## src/rtl/booth_pkg.sv

```systemverilog
// Shared definitions for the booth_mult / product_accumulator datapath.
// Latency: n/a (types and constants only).
// Backpressure: n/a.
//
// Contents: product width, default accumulator width, result count width
// and the accumulator FSM state encoding.
package booth_pkg;

  // Width of a booth_mult product (signed).
  localparam int PROD_W = 16;

  // Default signed accumulator / result width.
  localparam int ACC_W_DEF = 24;

  // Width of the per-result product counter.
  localparam int COUNT_W = 8;

  // ACC: taking products into the running sum.
  // HOLD: presenting the finished sum until downstream takes it.
  typedef enum logic {
    ST_ACC  = 1'b0,
    ST_HOLD = 1'b1
  } acc_state_e;

endpackage : booth_pkg

```

## src/rtl/product_accumulator_if.sv

```systemverilog
// Handshake bundle between the product source, the accumulator and the sink.
// Latency: n/a (wires only).
// Backpressure: in_ready throttles the product source, out_ready the result.
//
// master: product source / result sink side (testbench or upstream stage).
// slave : the accumulator itself.
interface product_accumulator_if #(
  parameter int ACC_W = booth_pkg::ACC_W_DEF
);

  // Product side
  logic                                 in_valid;
  logic                                 in_ready;
  logic signed [booth_pkg::PROD_W-1:0]  in_prod;
  logic                                 in_last;

  // Result side
  logic                                 out_valid;
  logic                                 out_ready;
  logic signed [ACC_W-1:0]              out_sum;
  logic [booth_pkg::COUNT_W-1:0]        out_count;
  logic                                 out_sat;

  modport master (
    output in_valid, in_prod, in_last, out_ready,
    input  in_ready, out_valid, out_sum, out_count, out_sat
  );

  modport slave (
    input  in_valid, in_prod, in_last, out_ready,
    output in_ready, out_valid, out_sum, out_count, out_sat
  );

endinterface : product_accumulator_if

```

## src/rtl/product_accumulator_sat_add.sv

```systemverilog
// Combinational signed saturating adder.
// Latency: 0 cycles (pure combinational).
// Backpressure: none.
//
// Ports: a, b (signed W) operands; sum (signed W) clamped result;
//        ovf high when the true sum did not fit and was clamped.
module sat_add #(
  parameter int W = booth_pkg::ACC_W_DEF
) (
  input  logic signed [W-1:0] a,
  input  logic signed [W-1:0] b,
  output logic signed [W-1:0] sum,
  output logic                ovf
);

  localparam logic signed [W-1:0] MAX_V = {1'b0, {(W-1){1'b1}}};
  localparam logic signed [W-1:0] MIN_V = {1'b1, {(W-1){1'b0}}};

  logic signed [W-1:0] raw;

  always_comb begin
    raw = a + b;
    // Overflow only possible when operands share a sign and the wrapped
    // result flips it; the clamp direction follows the operand sign.
    ovf = (a[W-1] == b[W-1]) && (raw[W-1] != a[W-1]);
    sum = raw;
    if (ovf) begin
      sum = a[W-1] ? MIN_V : MAX_V;
    end
  end

endmodule : sat_add

```

## src/rtl/product_accumulator.sv

```systemverilog
// Sums up to N_TERMS signed products into a saturating ACC_W result.
// Latency: result valid 1 cycle after the closing product is accepted.
// Backpressure: in_ready drops while a result is held; held until out_ready.
//
// Ports: clk, rst_n (async active-low); bus (slave modport) carries
//        in_valid/in_ready/in_prod/in_last and
//        out_valid/out_ready/out_sum/out_count/out_sat.
module product_accumulator
  import booth_pkg::*;
#(
  parameter int N_TERMS = 8,
  parameter int ACC_W   = ACC_W_DEF
) (
  input  logic                 clk,
  input  logic                 rst_n,
  product_accumulator_if.slave bus
);

  localparam logic [COUNT_W-1:0] N_TERMS_C = COUNT_W'(N_TERMS);

  acc_state_e              state_q, state_d;
  logic signed [ACC_W-1:0] acc_q, acc_d;
  logic [COUNT_W-1:0]      count_q, count_d;
  logic                    sat_q, sat_d;

  logic                    in_ready;
  logic                    out_valid;
  logic                    accept;
  logic                    release_res;
  logic [COUNT_W-1:0]      count_inc;
  logic signed [ACC_W-1:0] prod_ext;
  logic signed [ACC_W-1:0] add_sum;
  logic                    add_ovf;

  // Product is sign-extended to the accumulator width before the add.
  assign prod_ext = {{(ACC_W-PROD_W){bus.in_prod[PROD_W-1]}}, bus.in_prod};

  sat_add #(.W(ACC_W)) u_sat_add (
    .a   (acc_q),
    .b   (prod_ext),
    .sum (add_sum),
    .ovf (add_ovf)
  );

  assign accept      = bus.in_valid && in_ready;
  assign release_res = out_valid && bus.out_ready;
  assign count_inc   = count_q + 1'b1;

  // ---------------- FSM: state register ----------------
  always_ff @(posedge clk or negedge rst_n) begin
    if (!rst_n) begin
      state_q <= ST_ACC;
    end else begin
      state_q <= state_d;
    end
  end

  // ---------------- FSM: next state ----------------
  always_comb begin
    state_d = state_q;
    case (state_q)
      ST_ACC: begin
        // Close on an explicit last or once the term budget is used up.
        if (accept && (bus.in_last || (count_inc == N_TERMS_C))) begin
          state_d = ST_HOLD;
        end
      end
      ST_HOLD: begin
        if (bus.out_ready) begin
          state_d = ST_ACC;
        end
      end
      default: state_d = ST_ACC;
    endcase
  end

  // ---------------- FSM: outputs (state only) ----------------
  always_comb begin
    in_ready  = (state_q == ST_ACC);
    out_valid = (state_q == ST_HOLD);
  end

  // ---------------- Datapath ----------------
  always_comb begin
    acc_d   = acc_q;
    count_d = count_q;
    sat_d   = sat_q;
    if (release_res) begin
      // Result taken: start the next sum clean. No product is taken in this
      // cycle because in_ready is low while holding.
      acc_d   = '0;
      count_d = '0;
      sat_d   = 1'b0;
    end else if (accept) begin
      acc_d   = add_sum;
      count_d = count_inc;
      sat_d   = sat_q | add_ovf;
    end
  end

  always_ff @(posedge clk or negedge rst_n) begin
    if (!rst_n) begin
      acc_q   <= '0;
      count_q <= '0;
      sat_q   <= 1'b0;
    end else begin
      acc_q   <= acc_d;
      count_q <= count_d;
      sat_q   <= sat_d;
    end
  end

  // Result fields come straight from the accumulator flops; they cannot
  // change while holding since nothing is accepted in HOLD.
  assign bus.in_ready  = in_ready;
  assign bus.out_valid = out_valid;
  assign bus.out_sum   = acc_q;
  assign bus.out_count = count_q;
  assign bus.out_sat   = sat_q;

endmodule : product_accumulator

```

## src/flat_wrapper.sv

```systemverilog
// flat-port wrapper written by rule: the top's interface ports become plain ports
module product_accumulator_flat import booth_pkg::*;
#(
  parameter int N_TERMS = 8,
  parameter int ACC_W   = ACC_W_DEF
)
  (clk, rst_n, bus_in_valid, bus_in_prod, bus_in_last, bus_out_ready, bus_in_ready, bus_out_valid, bus_out_sum, bus_out_count, bus_out_sat);
  product_accumulator_if #(.ACC_W(ACC_W)) bus_i ();
  input  logic clk;
  input  logic rst_n;
  input wire logic [$bits(bus_i.in_valid)-1:0] bus_in_valid;
  input wire logic [$bits(bus_i.in_prod)-1:0] bus_in_prod;
  input wire logic [$bits(bus_i.in_last)-1:0] bus_in_last;
  input wire logic [$bits(bus_i.out_ready)-1:0] bus_out_ready;
  output wire logic [$bits(bus_i.in_ready)-1:0] bus_in_ready;
  output wire logic [$bits(bus_i.out_valid)-1:0] bus_out_valid;
  output wire logic [$bits(bus_i.out_sum)-1:0] bus_out_sum;
  output wire logic [$bits(bus_i.out_count)-1:0] bus_out_count;
  output wire logic [$bits(bus_i.out_sat)-1:0] bus_out_sat;
  assign bus_i.in_valid = bus_in_valid;
  assign bus_i.in_prod = bus_in_prod;
  assign bus_i.in_last = bus_in_last;
  assign bus_i.out_ready = bus_out_ready;
  assign bus_in_ready = bus_i.in_ready;
  assign bus_out_valid = bus_i.out_valid;
  assign bus_out_sum = bus_i.out_sum;
  assign bus_out_count = bus_i.out_count;
  assign bus_out_sat = bus_i.out_sat;
  product_accumulator #(.N_TERMS(N_TERMS), .ACC_W(ACC_W)) u_core (.clk(clk), .rst_n(rst_n), .bus(bus_i));
endmodule
```

## config.mk

```make
export PLATFORM = sky130hd
export DESIGN_NAME = product_accumulator_flat
export DESIGN_NICKNAME = d
export VERILOG_FILES = /design/src/rtl/booth_pkg.sv /design/src/rtl/product_accumulator_if.sv /design/src/rtl/product_accumulator_sat_add.sv /design/src/rtl/product_accumulator.sv /design/src/flat_wrapper.sv
export SDC_FILE = /design/constraint.sdc
export NUM_CORES = 1
export LEC_CHECK = 0
export ABC_AREA = 1
export CORE_MARGIN = 1
export CORE_UTILIZATION = 50
export DETAILED_ROUTE_END_ITERATION = 10
export GPL_TIMING_DRIVEN = 0
export PLACE_DENSITY = 0.76
export SLEW_MARGIN = 20
export SYNTH_ARGS = -nofsm -noshare
export SYNTH_HDL_FRONTEND = slang
export SYNTH_SLANG_ARGS = --single-unit
```

## constraint.sdc

```tcl
create_clock -name clk -period 3.4 [get_ports clk]
set_input_delay 0.68 -clock clk [delete_from_list [all_inputs] [get_ports clk]]
set_output_delay 0.68 -clock clk [all_outputs]
set_load 0.02 [all_outputs]
```

==> metrics.txt, run 1 <==
Worst setup SP type=input pin; antenna-violating nets left=0; min-delay worst type=input pin to asynchronous set/reset pin; Post-Route WL=8320 um; Row Count=28; via count=3261; Setup CP Type=input pin to flip-flop; Post-CTS Resized=0; Post-route DRC=0; Post-synth EDFFs=0; register area share after synthesis=27.0%; DP Wirelength=6680 um; VDD IR max=0.000472 V; f_max=0.339 GHz; Synth Cell Area=3160 sq um; Hold Fails Final Rpt=0; post-layout min period=2.95 ns; grt ovf=0; Total GRT Usage=26.9%; Routed WL per cell=12.9 um; RSZ-0062 raised after global routing=no; status=completed; Worst-path clk slew=0.08 ns; post-synthesis cell count=507; YS warnings=0; CP required=3.59 ns; initial antenna violation count=0; TNS Setup=0 ns; Worst slew margin=66.6%; crit path DAT=3.14 ns; main area contributors after synthesis=nand2_1 (27%), dfrtp_1 (27%), ha_1 (9.5%); CTS Buf Count=5; number of synthesized register bits=34; Synth top area share=27.2%; Pleak=0.00216 uW; hold_buf cts=0; die width=81.5 um; CTS Sinks=34; layout cells sized above 1=4.03%; cell type with the highest aggregate area in the netlist=nand2_1; clock skew=0.00683 ns; Starting Density=52.7%; post-synth cell types=31; prevailing post-synth register cell=dfrtp_1; Slew Limit Fails=0; filler instances=533; fin util=66.1%; Max Cap Viol=0; final setup margin=0.449 ns; Core Region=5990 sq um; die height=81.5 um; I/O pin count=56; pre-CTS setup slack=0.167 ns; Die Footprint=6630 sq um; first-pass GRT wire length=13600 um; Worst Tran Pin Value=0.502 ns; area grow syn2layout=25.5%; synthesized net count=553; Total Nets Final=616; postcts setup bufs=0; period utilization=86.8%; vias in the first global route=3112; drt pass-1 iters=4; Crit Path Max Fanout=10; crit end category=flip-flop; Iter 0 DRT Violations=150; htree depth=2; PD cells=918 nW/um^2; # setup viols final=0; clock buffer depth=2; CTS Root Cell=clkbuf_8; largest net degree at the start of global routing=20; Worst Hold Slack=0.312 ns; placed instance count=638; Synth async-reset ratio=100%; antenna cells=0; GP Congestion=0.893; Post-Layout Cell Count=646; CTS tree=built; syn avg cell area=6.23 sq um; Port Buffers=55; Worst-Skew Late Latency=0.30 ns; DR vias/cell=5.05
-- sequential cells by signal, summed over array words and instances (netlist names) --
signal / cells
u_core.bus.out_sum: 24
u_core.bus.out_count: 8
u_core.bus.out_sat: 1
u_core.bus.out_valid: 1
-- synthesized netlist by cell type, drive strengths merged, types with 2 or more instances --
| library cell | instances |
|---|---|
| nand2 | 232 |
| a21oi | 21 |
| inv | 74 |
| xor2 | 9 |
| o21bai | 2 |
| o22ai | 4 |
| ha | 24 |
| nand3 | 26 |
| xnor2 | 8 |
| buf | 4 |
| dfrtp | 34 |
| o21ai | 11 |
| nor2 | 33 |
| and2 | 3 |
| nand3b | 2 |
| clkbuf | 2 |
| nand4 | 11 |
-- worst paths after layout --
| kind | startpoint | endpoint | slack, ns | depth (start not counted) |
|---|---|---|---|---|
| worst max-delay path | bus_in_prod[15] | u_core.bus.out_sum[13] | 0.45 | 11 |
| worst min-delay path | rst_n | u_core.bus.out_sum[5] | 0.31 | 1 |
| worst max register to register | u_core.bus.out_sum[0] | u_core.bus.out_sum[14] | 1.07 | 15 |
| worst min register to register | u_core.bus.out_sum[10] | u_core.bus.out_sum[10] | 0.51 | 2 |
| max in group asynchronous | rst_n | u_core.bus.out_count[7] | 2.64 | 2 |
| min in group clk | u_core.bus.out_sum[10] | u_core.bus.out_sum[10] | 0.51 | 2 |
-- worst max-delay path, cell delays in order --
cell and delay (ns):
clkdlybuf4s50_1 0.75, ha_1 0.37, a21oi_1 0.22, nand2_1 0.12
a21oi_1 0.28, nand3_2 0.17, o21ai_1 0.17, inv_2 0.08
buf_6 0.15, nand2_1 0.08, nand2_1 0.05
-- layer usage --
layer / wire [um] / share of wire, % / track usage (%)
met5: 0 / 0 / 0
met4: 108 / 1.3 / 8.39
met3: 358 / 4.3 / 3.67
met2: 3920 / 47 / 47.8
met1: 3930 / 47 / 33.5
-- power breakdown --
group | leakage (uW) | switching, uW | internal, uW
clock | 0.0000683 | 181 | 294
sequential | 0.000433 | 158 | 569
combinational | 0.00166 | 1450 | 987
-- area by class of cell --
class | instances | area (sq um) | area share [%]
repair buffers | 56 | 573 | 14.5
clock buffers | 5 | 68.8 | 1.74
plain buffers | 6 | 52.6 | 1.33
well taps | 75 | 93.8 | 2.37
inverters | 74 | 278 | 7.01
clock inverters | 3 | 68.8 | 1.74
flip-flops and latches | 34 | 851 | 21.5
multi-input cells | 393 | 1980 | 49.9
-- through the flow --
step                      area [sq um]  total power (uW)
final                             3960              3640
after floorplan                   3160              2410
after detailed placement          3820              3150
after CTS                         3960              3650
after global routing              3960              3970
after global placement            3800              3100
-- cell families after synthesis --
kind of cell | Yosys count | share of synthesized area, %
buffers and inverters | 80 | 10.5
adder cells (fa/ha/maj) | 25 | 10.1
AO/OA/AOI/OAI | 42 | 7.33
flip-flops | 34 | 27.0
XOR/XNOR | 17 | 4.72
AND/OR/NAND/NOR | 309 | 40.4
-- placed cells by master, fill, tap and decap left out --
| cell type | instances |
|---|---|
| a21boi_1 | 1 |
| a21oi_1 | 21 |
| a22o_1 | 1 |
| and2_1 | 3 |
| buf_16 | 1 |
| buf_2 | 1 |
| buf_6 | 4 |
| bufinv_16 | 2 |
| clkbuf_1 | 2 |
| clkbuf_8 | 5 |
| clkdlybuf4s50_1 | 54 |
| clkinv_4 | 1 |
| dfrtp_1 | 34 |
| fa_1 | 1 |
| ha_1 | 24 |
| inv_1 | 73 |
| inv_2 | 1 |
| nand2_1 | 229 |
| nand2_2 | 3 |
| nand3_1 | 24 |
| nand3_2 | 1 |
| nand3_4 | 1 |
| nand3b_1 | 2 |
| nand4_1 | 10 |
| nand4_2 | 1 |
| nor2_1 | 31 |
| nor2_2 | 2 |
| nor3_1 | 1 |
| o211ai_1 | 1 |
| o21ai_0 | 10 |
| o21ai_1 | 1 |
| o21bai_1 | 2 |
| o22ai_1 | 4 |
| o31ai_1 | 1 |
| or2_1 | 1 |
| xnor2_1 | 8 |
| xor2_1 | 9 |
No activity file was read; power rests on OpenSTA's default activity.
==> run 2, diff against run 1 <==
--- a/config.mk
+++ b/config.mk
@@ -6,8 +6,10 @@
 export NUM_CORES = 1
 export LEC_CHECK = 0
 export ABC_AREA = 1
+export CORE_ASPECT_RATIO = 1.25
 export CORE_MARGIN = 1
 export CORE_UTILIZATION = 50
+export CTS_CLUSTER_SIZE = 20
 export DETAILED_ROUTE_END_ITERATION = 10
 export GPL_TIMING_DRIVEN = 0
 export PLACE_DENSITY = 0.76
==> run 2 against run 1 <==
- non-clock buffer count did not move
- total power decreased by 5.1%
- clock power fell by 34%
- wire length fell by 5.2%
- via count shrank 1.2%
- global-route usage fell by 1.4 points
- utilization fell by 2.0 points
- final cell count up 1.5%
- register-to-register slack improved by 0.03 ns
- die area barely moved
- sequential power is 1% lower
- clock-buffer cell count did not move
- largest power group unchanged
- highest routed layer unchanged
==> metrics.txt, run 2 (synthesis results as in run 1) <==
Row Count=32; Crit Path Max Fanout=10; f_max=0.354 GHz; min-delay worst type=input pin to asynchronous set/reset pin; PD cells=879 nW/um^2; Setup CP Type=input pin to flip-flop; clock skew=0.00720 ns; Hold Fails Final Rpt=0; vias in the first global route=3060; grt ovf=0; Post-CTS Resized=0; Post-Route WL=7890 um; die height=90.8 um; # setup viols final=0; period utilization=83.0%; Worst setup SP type=input pin; hold_buf cts=0; antenna-violating nets left=0; Post-route DRC=0; CTS Root Cell=clkbuf_8; Port Buffers=55; Worst slew margin=69.6%; DP Wirelength=6490 um; Setup crit start=bus_in_prod[15]; CTS Buf Count=5; Pleak=0.00214 uW; htree depth=2; VDD IR max=0.000482 V; RR Startpoint=u_core.bus.out_sum[0]; drt pass-1 iters=4; Total Nets Final=616; layout cells sized above 1=4.03%; area grow syn2layout=24.4%; clock buffer depth=2; Iter 0 DRT Violations=100; TNS Setup=0 ns; Worst Hold Slack=0.322 ns; die width=73.1 um; Routed WL per cell=12.0 um; Max Cap Viol=0; post-layout min period=2.82 ns; CTS Sinks=34; max FFs per register=24; Starting Density=51.5%; status=completed; Core Region=6130 sq um; DR vias/cell=4.91; Worst-Skew Late Latency=0.29 ns; RSZ-0062 raised after global routing=no; Design Area, Final=3930 sq um; GP Congestion=0.914; first-pass GRT wire length=13400 um; Worst-path clk slew=0.08 ns; largest net degree at the start of global routing=19; crit end category=flip-flop; crit path DAT=3.00 ns; via count=3223; initial antenna violation count=0; Die Footprint=6640 sq um; I/O pin count=56; postcts setup bufs=0; Slew Limit Fails=0; antenna cells=0; Worst Tran Pin Value=0.455 ns; commonest non-fill, non-tap cells in the layout=nand2_1 (229), inv_1 (73), clkdlybuf4s50_1 (54); most common cell after layout, fill and taps aside=nand2_1; CP required=3.58 ns; placed cell areas=3840 sq um; Total GRT Usage=25.5%; CTS tree=built
[run 2: final timing paths]
check | to | slack (ns) | cells after the start
max reg2reg | u_core.bus.out_sum[22] | 1.10 | 15
max | u_core.bus.out_sum[17] | 0.58 | 14
min reg2reg | u_core.bus.out_sum[9] | 0.51 | 2
min | u_core.bus.out_sum[13] | 0.32 | 1
max in group asynchronous | u_core.bus.out_valid | 2.64 | 2
min in group clk | u_core.bus.out_sum[9] | 0.51 | 2
[run 2: critical path, stage by stage]
cell and delay [ns]:
clkdlybuf4s50_1 0.61, ha_1 0.49, nand2_1 0.11, nor2_1 0.19, nand2_1 0.09, nor2_1 0.13
nand2_2 0.08, nand3_2 0.11, nand2_2 0.07, nand3_4 0.10, buf_6 0.16, nand2_1 0.05
nand2_1 0.05, nand2_1 0.06
[run 2: routing by layer]
layer  vias to the layer above  track usage (%)  routed length [um]
met1                      1449             31.4                3490
li1                       1703                -                   -
met2                        62             44.9                4000
met4                         0             7.52                 129
met3                         9             3.57                 272
met5                         -                0                   0
[run 2: area by class of cell]
class                   instances  area, sq um
flip-flops and latches         34          851
repair buffers                 56          573
fillers                       606         2200
clock inverters                 3         21.3
multi-input cells             393         1980
clock buffers                   5         68.8
inverters                      74          278
plain buffers                   6         52.6
well taps                      85          106
[run 2: where the power goes]
part           internal [uW]  leakage, uW  total [uW]  switching (uW)
clock                    144    0.0000441         315             171
combinational            986      0.00166        2420            1430
sequential               569     0.000433         719             150
total                   1700      0.00214        3450            1750
[run 2: metrics by stage]
stage | instances | total power, uW | utilization (%) | setup WS [ns]
final | 656 | 3450 | 64.1 | 0.579
after global routing | 656 | 3820 | 64.1 | 0.354
after CTS | 656 | 3480 | 64.1 | 0.559
after detailed placement | 648 | 3140 | 62.6 | 0.259
after global placement | 647 | 3120 | 62.3 | 0.289
after floorplan | 507 | 2410 | - | 1.19
